$ cat src/rtl/seg7_pkg.sv
// Shared seven-segment constants: active-low {a,b,c,d,e,f,g} patterns and the
// 5-bit digit codes, used by both the display driver and the scan capture.
package seg7_pkg;

    typedef logic [4:0] seg7_code_t;

    typedef enum logic [1:0] {
        AN_IDLE  = 2'd0,
        AN_LEGAL = 2'd1,
        AN_MULTI = 2'd2
    } an_class_t;

    localparam logic [6:0] SEG_0     = 7'b0000001;
    localparam logic [6:0] SEG_1     = 7'b1001111;
    localparam logic [6:0] SEG_2     = 7'b0010010;
    localparam logic [6:0] SEG_3     = 7'b0000110;
    localparam logic [6:0] SEG_4     = 7'b1001100;
    localparam logic [6:0] SEG_5     = 7'b0100100;
    localparam logic [6:0] SEG_6     = 7'b0100000;
    localparam logic [6:0] SEG_7     = 7'b0001111;
    localparam logic [6:0] SEG_8     = 7'b0000000;
    localparam logic [6:0] SEG_9     = 7'b0000100;
    localparam logic [6:0] SEG_BLANK = 7'b1111111;

    localparam seg7_code_t CODE_BLANK = 5'd16;
    localparam seg7_code_t CODE_UNK   = 5'd31;

    // Encoder side of the table; anything outside 0..9 is shown blank.
    function automatic logic [6:0] seg7_encode(input seg7_code_t code);
        logic [6:0] pat;
        case (code)
            5'd0:    pat = SEG_0;
            5'd1:    pat = SEG_1;
            5'd2:    pat = SEG_2;
            5'd3:    pat = SEG_3;
            5'd4:    pat = SEG_4;
            5'd5:    pat = SEG_5;
            5'd6:    pat = SEG_6;
            5'd7:    pat = SEG_7;
            5'd8:    pat = SEG_8;
            5'd9:    pat = SEG_9;
            default: pat = SEG_BLANK;
        endcase
        return pat;
    endfunction

endpackage

$ cat src/rtl/seg7_pattern_decode.sv
// Combinational decode of an active-low segment pattern into a 5-bit digit code.
module seg7_pattern_decode
    import seg7_pkg::*;
(
    input  logic [6:0] pattern,
    output logic [4:0] code
);

    always_comb begin
        code = CODE_UNK;
        case (pattern)
            SEG_0:     code = 5'd0;
            SEG_1:     code = 5'd1;
            SEG_2:     code = 5'd2;
            SEG_3:     code = 5'd3;
            SEG_4:     code = 5'd4;
            SEG_5:     code = 5'd5;
            SEG_6:     code = 5'd6;
            SEG_7:     code = 5'd7;
            SEG_8:     code = 5'd8;
            SEG_9:     code = 5'd9;
            SEG_BLANK: code = CODE_BLANK;
            default:   code = CODE_UNK;
        endcase
    end

endmodule

$ cat src/rtl/seg_scan_capture.sv
// Monitors a multiplexed seven-segment display and rebuilds the four shown
// digit codes as coherent frames, with change detection and staleness timeout.
module seg_scan_capture
    import seg7_pkg::*;
#(
    parameter int SETTLE_CYCLES  = 4,
    parameter int TIMEOUT_CYCLES = 2000000,
    parameter int CNT_W          = 21
) (
    input  logic       clk,
    input  logic       rst,
    input  logic       a,
    input  logic       b,
    input  logic       c,
    input  logic       d,
    input  logic       e,
    input  logic       f,
    input  logic       g,
    input  logic [3:0] an,
    output logic [4:0] dig0,
    output logic [4:0] dig1,
    output logic [4:0] dig2,
    output logic [4:0] dig3,
    output logic       frame_stb,
    output logic       change_stb,
    output logic       frame_valid,
    output logic       bad_an,
    output logic       stale
);

    localparam int               ST_W   = (SETTLE_CYCLES > 2) ? $clog2(SETTLE_CYCLES) : 1;
    localparam logic [ST_W-1:0]  ST_MAX = ST_W'(SETTLE_CYCLES - 1);
    localparam logic [CNT_W-1:0] TO_MAX = CNT_W'(TIMEOUT_CYCLES - 1);
    localparam logic [10:0]      IDLE_VEC = 11'h7FF;

    logic [6:0]       seg_s1_q, seg_s1_d, seg_s2_q, seg_s2_d;
    logic [3:0]       an_s1_q, an_s1_d, an_s2_q, an_s2_d;
    logic [10:0]      prev_q, prev_d;
    logic [ST_W-1:0]  stab_q, stab_d;
    logic [CNT_W-1:0] to_q, to_d;
    logic [3:0]       seen_q, seen_d;
    logic [3:0][4:0]  stage_q, stage_d;
    logic [3:0][4:0]  dig_q, dig_d;
    logic             frame_stb_q, frame_stb_d;
    logic             change_stb_q, change_stb_d;
    logic             valid_q, valid_d;
    logic             bad_an_q, bad_an_d;
    logic             stale_q, stale_d;

    an_class_t        an_class;
    logic [1:0]       slot;
    logic [4:0]       code;
    logic             capture;
    logic             timeout;
    logic [3:0]       seen_with;
    logic [3:0][4:0]  stage_with;

    seg7_pattern_decode u_decode (
        .pattern (seg_s2_q),
        .code    (code)
    );

    always_comb begin
        an_class = AN_MULTI;
        slot     = 2'd0;
        case (an_s2_q)
            4'b1110: begin an_class = AN_LEGAL; slot = 2'd0; end
            4'b1101: begin an_class = AN_LEGAL; slot = 2'd1; end
            4'b1011: begin an_class = AN_LEGAL; slot = 2'd2; end
            4'b0111: begin an_class = AN_LEGAL; slot = 2'd3; end
            4'b1111: an_class = AN_IDLE;
            default: an_class = AN_MULTI;
        endcase
    end

    always_comb begin
        seg_s1_d = {a, b, c, d, e, f, g};
        an_s1_d  = an;
        seg_s2_d = seg_s1_q;
        an_s2_d  = an_s1_q;
        prev_d   = {an_s2_q, seg_s2_q};
        bad_an_d = (an_class == AN_MULTI);

        // Dwell counter saturates at ST_MAX so one steady dwell captures once.
        stab_d  = '0;
        capture = 1'b0;
        if (an_class == AN_LEGAL && {an_s2_q, seg_s2_q} == prev_q) begin
            if (stab_q != ST_MAX) begin
                stab_d  = stab_q + 1'b1;
                capture = (stab_q + 1'b1 == ST_MAX);
            end else begin
                stab_d = stab_q;
            end
        end

        stage_with = stage_q;
        seen_with  = seen_q;
        if (capture) begin
            stage_with[slot] = code;
            seen_with        = seen_q | (4'b0001 << slot);
        end
        stage_d = stage_with;

        timeout = 1'b0;
        if (capture) begin
            to_d = '0;
        end else if (to_q == TO_MAX) begin
            to_d    = '0;
            timeout = 1'b1;
        end else begin
            to_d = to_q + 1'b1;
        end

        dig_d        = dig_q;
        frame_stb_d  = 1'b0;
        change_stb_d = 1'b0;
        valid_d      = valid_q;
        stale_d      = stale_q;
        seen_d       = seen_with;
        if (capture && seen_with == 4'hF) begin
            dig_d        = stage_with;
            frame_stb_d  = 1'b1;
            change_stb_d = !valid_q || (stage_with != dig_q);
            valid_d      = 1'b1;
            stale_d      = 1'b0;
            seen_d       = '0;
        end else if (timeout) begin
            valid_d = 1'b0;
            stale_d = 1'b1;
            seen_d  = '0;
        end
    end

    always_ff @(posedge clk) begin
        if (!rst) begin
            seg_s1_q     <= IDLE_VEC[6:0];
            seg_s2_q     <= IDLE_VEC[6:0];
            an_s1_q      <= IDLE_VEC[10:7];
            an_s2_q      <= IDLE_VEC[10:7];
            prev_q       <= IDLE_VEC;
            stab_q       <= '0;
            to_q         <= '0;
            seen_q       <= '0;
            dig_q        <= {4{CODE_BLANK}};
            frame_stb_q  <= 1'b0;
            change_stb_q <= 1'b0;
            valid_q      <= 1'b0;
            bad_an_q     <= 1'b0;
            stale_q      <= 1'b0;
        end else begin
            seg_s1_q     <= seg_s1_d;
            seg_s2_q     <= seg_s2_d;
            an_s1_q      <= an_s1_d;
            an_s2_q      <= an_s2_d;
            prev_q       <= prev_d;
            stab_q       <= stab_d;
            to_q         <= to_d;
            seen_q       <= seen_d;
            dig_q        <= dig_d;
            frame_stb_q  <= frame_stb_d;
            change_stb_q <= change_stb_d;
            valid_q      <= valid_d;
            bad_an_q     <= bad_an_d;
            stale_q      <= stale_d;
        end
    end

    // Staging only reaches the outputs once every slot is seen, so it needs no reset.
    always_ff @(posedge clk) begin
        stage_q <= stage_d;
    end

    assign dig0        = dig_q[0];
    assign dig1        = dig_q[1];
    assign dig2        = dig_q[2];
    assign dig3        = dig_q[3];
    assign frame_stb   = frame_stb_q;
    assign change_stb  = change_stb_q;
    assign frame_valid = valid_q;
    assign bad_an      = bad_an_q;
    assign stale       = stale_q;

endmodule

$ cat config.mk
export PLATFORM = sky130hd
export DESIGN_NAME = seg_scan_capture
export DESIGN_NICKNAME = d
export VERILOG_FILES = /design/src/rtl/seg7_pkg.sv /design/src/rtl/seg7_pattern_decode.sv /design/src/rtl/seg_scan_capture.sv
export SDC_FILE = /design/constraint.sdc
export NUM_CORES = 1
export LEC_CHECK = 0
export BUFFER_PORTS_ARGS = -buffer_cell sky130_fd_sc_hd__buf_2
export CAP_MARGIN = 15
export CORE_ASPECT_RATIO = 0.8
export CORE_UTILIZATION = 50
export DETAILED_ROUTE_END_ITERATION = 8
export PLACE_DENSITY_LB_ADDON = 0.05
export REMOVE_ABC_BUFFERS = 1
export SYNTH_ARGS = -nofsm -noshare
export SYNTH_HDL_FRONTEND = slang
export SYNTH_SLANG_ARGS = --single-unit
$ cat constraint.sdc
create_clock -name clk -period 4.9 [get_ports clk]
set_input_delay 0.98 -clock clk [delete_from_list [all_inputs] [get_ports clk]]
set_output_delay 0.98 -clock clk [all_outputs]
set_load 0.1 [all_outputs]
==> run metrics <==
peak supply drop about 0.29 mV; I/O Pins 38; routing usage on met1 30.8%; Post-DRT Antenna Nets 0; Buffers on Ports 37; CP required between 5 and 6 ns; clock slew at reported path FFs around 0.070 ns; via count 3560; core area 8670 µm²; share of cells above drive strength 1 between 10 and 15%; CTS root buf clkbuf_16; Post-CTS Resized 0; crit-path max FO 9; Layout Nets 561; CP Launch Type register; pin count of the biggest net entering global routing just over 60; crit path capture type register; Async SR Flop Fraction 0%; Slew Viols, Final 0; RSZ-0062 raised after global routing false; Mapped Area 4570 µm²; CTS tree built; Worst Setup Path Type reg2reg; hold crit path type reg2reg; Final GP Congestion approximately 0.89; clk buf depth 2; fmax 293 MHz; initial core utilization a little over half; final-report hold violation count 0; Die Ht between 80 and 90 µm; die area between 9000 and 10000 µm²; DP HPWL 6850 µm; endpoints failing setup 0; total wire length about 10000 µm; met2 Usage GRT 31.6%; CTS Buf Count 9; Vias/cell between 5 and 6; Worst Skew ~0.0096 ns; Detailed Routing Iterations Pass 1 5; Die W about 110 µm; ANT cells 0; Initial DRC Count approximately 190; grt total ovfl 0; final worst path period share 69.7%; setup TNS 0 ns; Critical Path AT between 3 and 4 ns; initial antenna violation count 0; H-tree Lvls 3; unique cell type count in the Yosys netlist 55; Ys Warns 0; CTS sink cnt ~110; fill cell count around 790; WL/cell 14.8 µm; sequential share of the synthesized area between 40 and 50%; slew of the pin with the lowest slew margin between 0.9 and 1 ns; final hold slack between 0.4 and 0.5 ns; Power Density roughly 320 nW/µm²; Synth Register Bits 105; Most Used Layer, Global Route met2; vias in the first global route around 3200; gr usage total a little over a fifth; most frequent cells in the layout 105 x dfxtp_1, 61 x nand2_1, 54 x nor2_1; Slew HR between 30 and 40%; # hold bufs at CTS 0; M3 GR Usage a little under 8%; top_reg_cell synth dfxtp_1; postcts setup bufs 0; Layout area overhead 10.5%; Cells after Synth 522; drt drc 0; Worst-Skew Late Latency around 0.35 ns; Leak between 0.002 and 0.0025 µW; Final Critical Period 3.41 ns; outcome finished, final reports clean; global-route wire length before repair between 15000 and 20000 µm; max_cap viols 0; Syn Area/Cell 8.76 µm²; commonest non-fill, non-tap cell in the layout dfxtp_1; number of flops mapped to enable cells by yosys 0; Rows 30
==> cell type report <==
type | instances | area [µm²] | area share (%)
Clock buffer | 10 | 229 | 4.53
Clock inverter | 5 | 33.8 | 0.669
Inverter | 18 | 67.6 | 1.34
Multi-Input combinational cell | 373 | 2290 | 45.3
Sequential cell | 105 | 2100 | 41.6
Tap cell | 112 | 140 | 2.77
Timing Repair Buffer | 38 | 193 | 3.81
==> flip-flops by register name, summed over array words and instances (netlist names), 5 cells and up <==
register and count:
to_q 21, stage_q 20, prev_q 11, seg_s1_q 7
seg_s2_q 7, dig0 5, dig1 5, dig2 5
dig3 5
==> through the flow <==
stage	setup slack, ns	util, %	area, µm²	std cells	total power, µW
floorplan	2.08	-	4460	496	956
global placement	1.60	55.2	4790	646	987
detailed placement	1.57	55.2	4790	646	987
CTS	1.54	58.3	5050	661	1620
global route	1.22	58.3	5050	661	1670
finish	1.49	58.3	5050	661	1610
==> metal layers <==
metal	share of wire [%]	routed length, µm
met5	0	0
met4	1.2	120
met3	6.6	647
met2	42	4080
met1	50	4910
==> final timing paths <==
check	from	cells after the start	endpoint	slack, ns
max reg2reg	seg_s2_q[1]	8	change_stb	1.49
max	seg_s2_q[1]	8	change_stb	1.49
min	an_s1_q[2]	1	an_s2_q[2]	0.41
min reg2reg	an_s1_q[2]	1	an_s2_q[2]	0.41
==> worst max-delay path: stages, from the launching register on <==
cell       delay, ns
dfxtp_1         0.40
nor4_1          0.59
a21oi_1         0.09
o31ai_1         0.75
mux2i_1         0.29
xor2_1          0.23
or4_1           0.50
a2111oi_2       0.30
a41oi_1         0.14
==> Yosys cell counts (6+ instances only) <==
cell      instances  area share, %
a21boi_0         15            2.5
nor4_1            8            1.1
nand2b_1         39            5.3
xnor2_1          20            3.8
dfxtp_1         105             46
nand3_1          22            2.4
mux2i_1           7            1.5
o21ai_0          13            1.4
clkbuf_1         18            1.5
inv_1            18            1.5
nor2b_1           7           0.96
nor3_1           10            1.1
nor2_1           54            4.4
a21oi_1          16            1.8
nand4_1           6           0.82
nand2_1          61            5.0
xor2_1           34            6.5
==> power breakdown <==
group | total [µW] | switching, µW | internal (µW)
logic | 89.9 | 54.9 | 35.0
registers | 880 | 13.1 | 867
clock network | 642 | 302 | 341
==> kinds of logic after synthesis <==
group	count (synthesis)	share of synthesized area, %
AND/OR/NAND/NOR	236	26.4
AO/OA/AOI/OAI	72	10.7
multiplexers	8	1.78
XOR/XNOR	54	10.3
buffers and inverters	44	4.02
adder cells (fa/ha/maj)	3	0.821
flip-flops	105	46.0
Power figures use the tool's default switching activity.
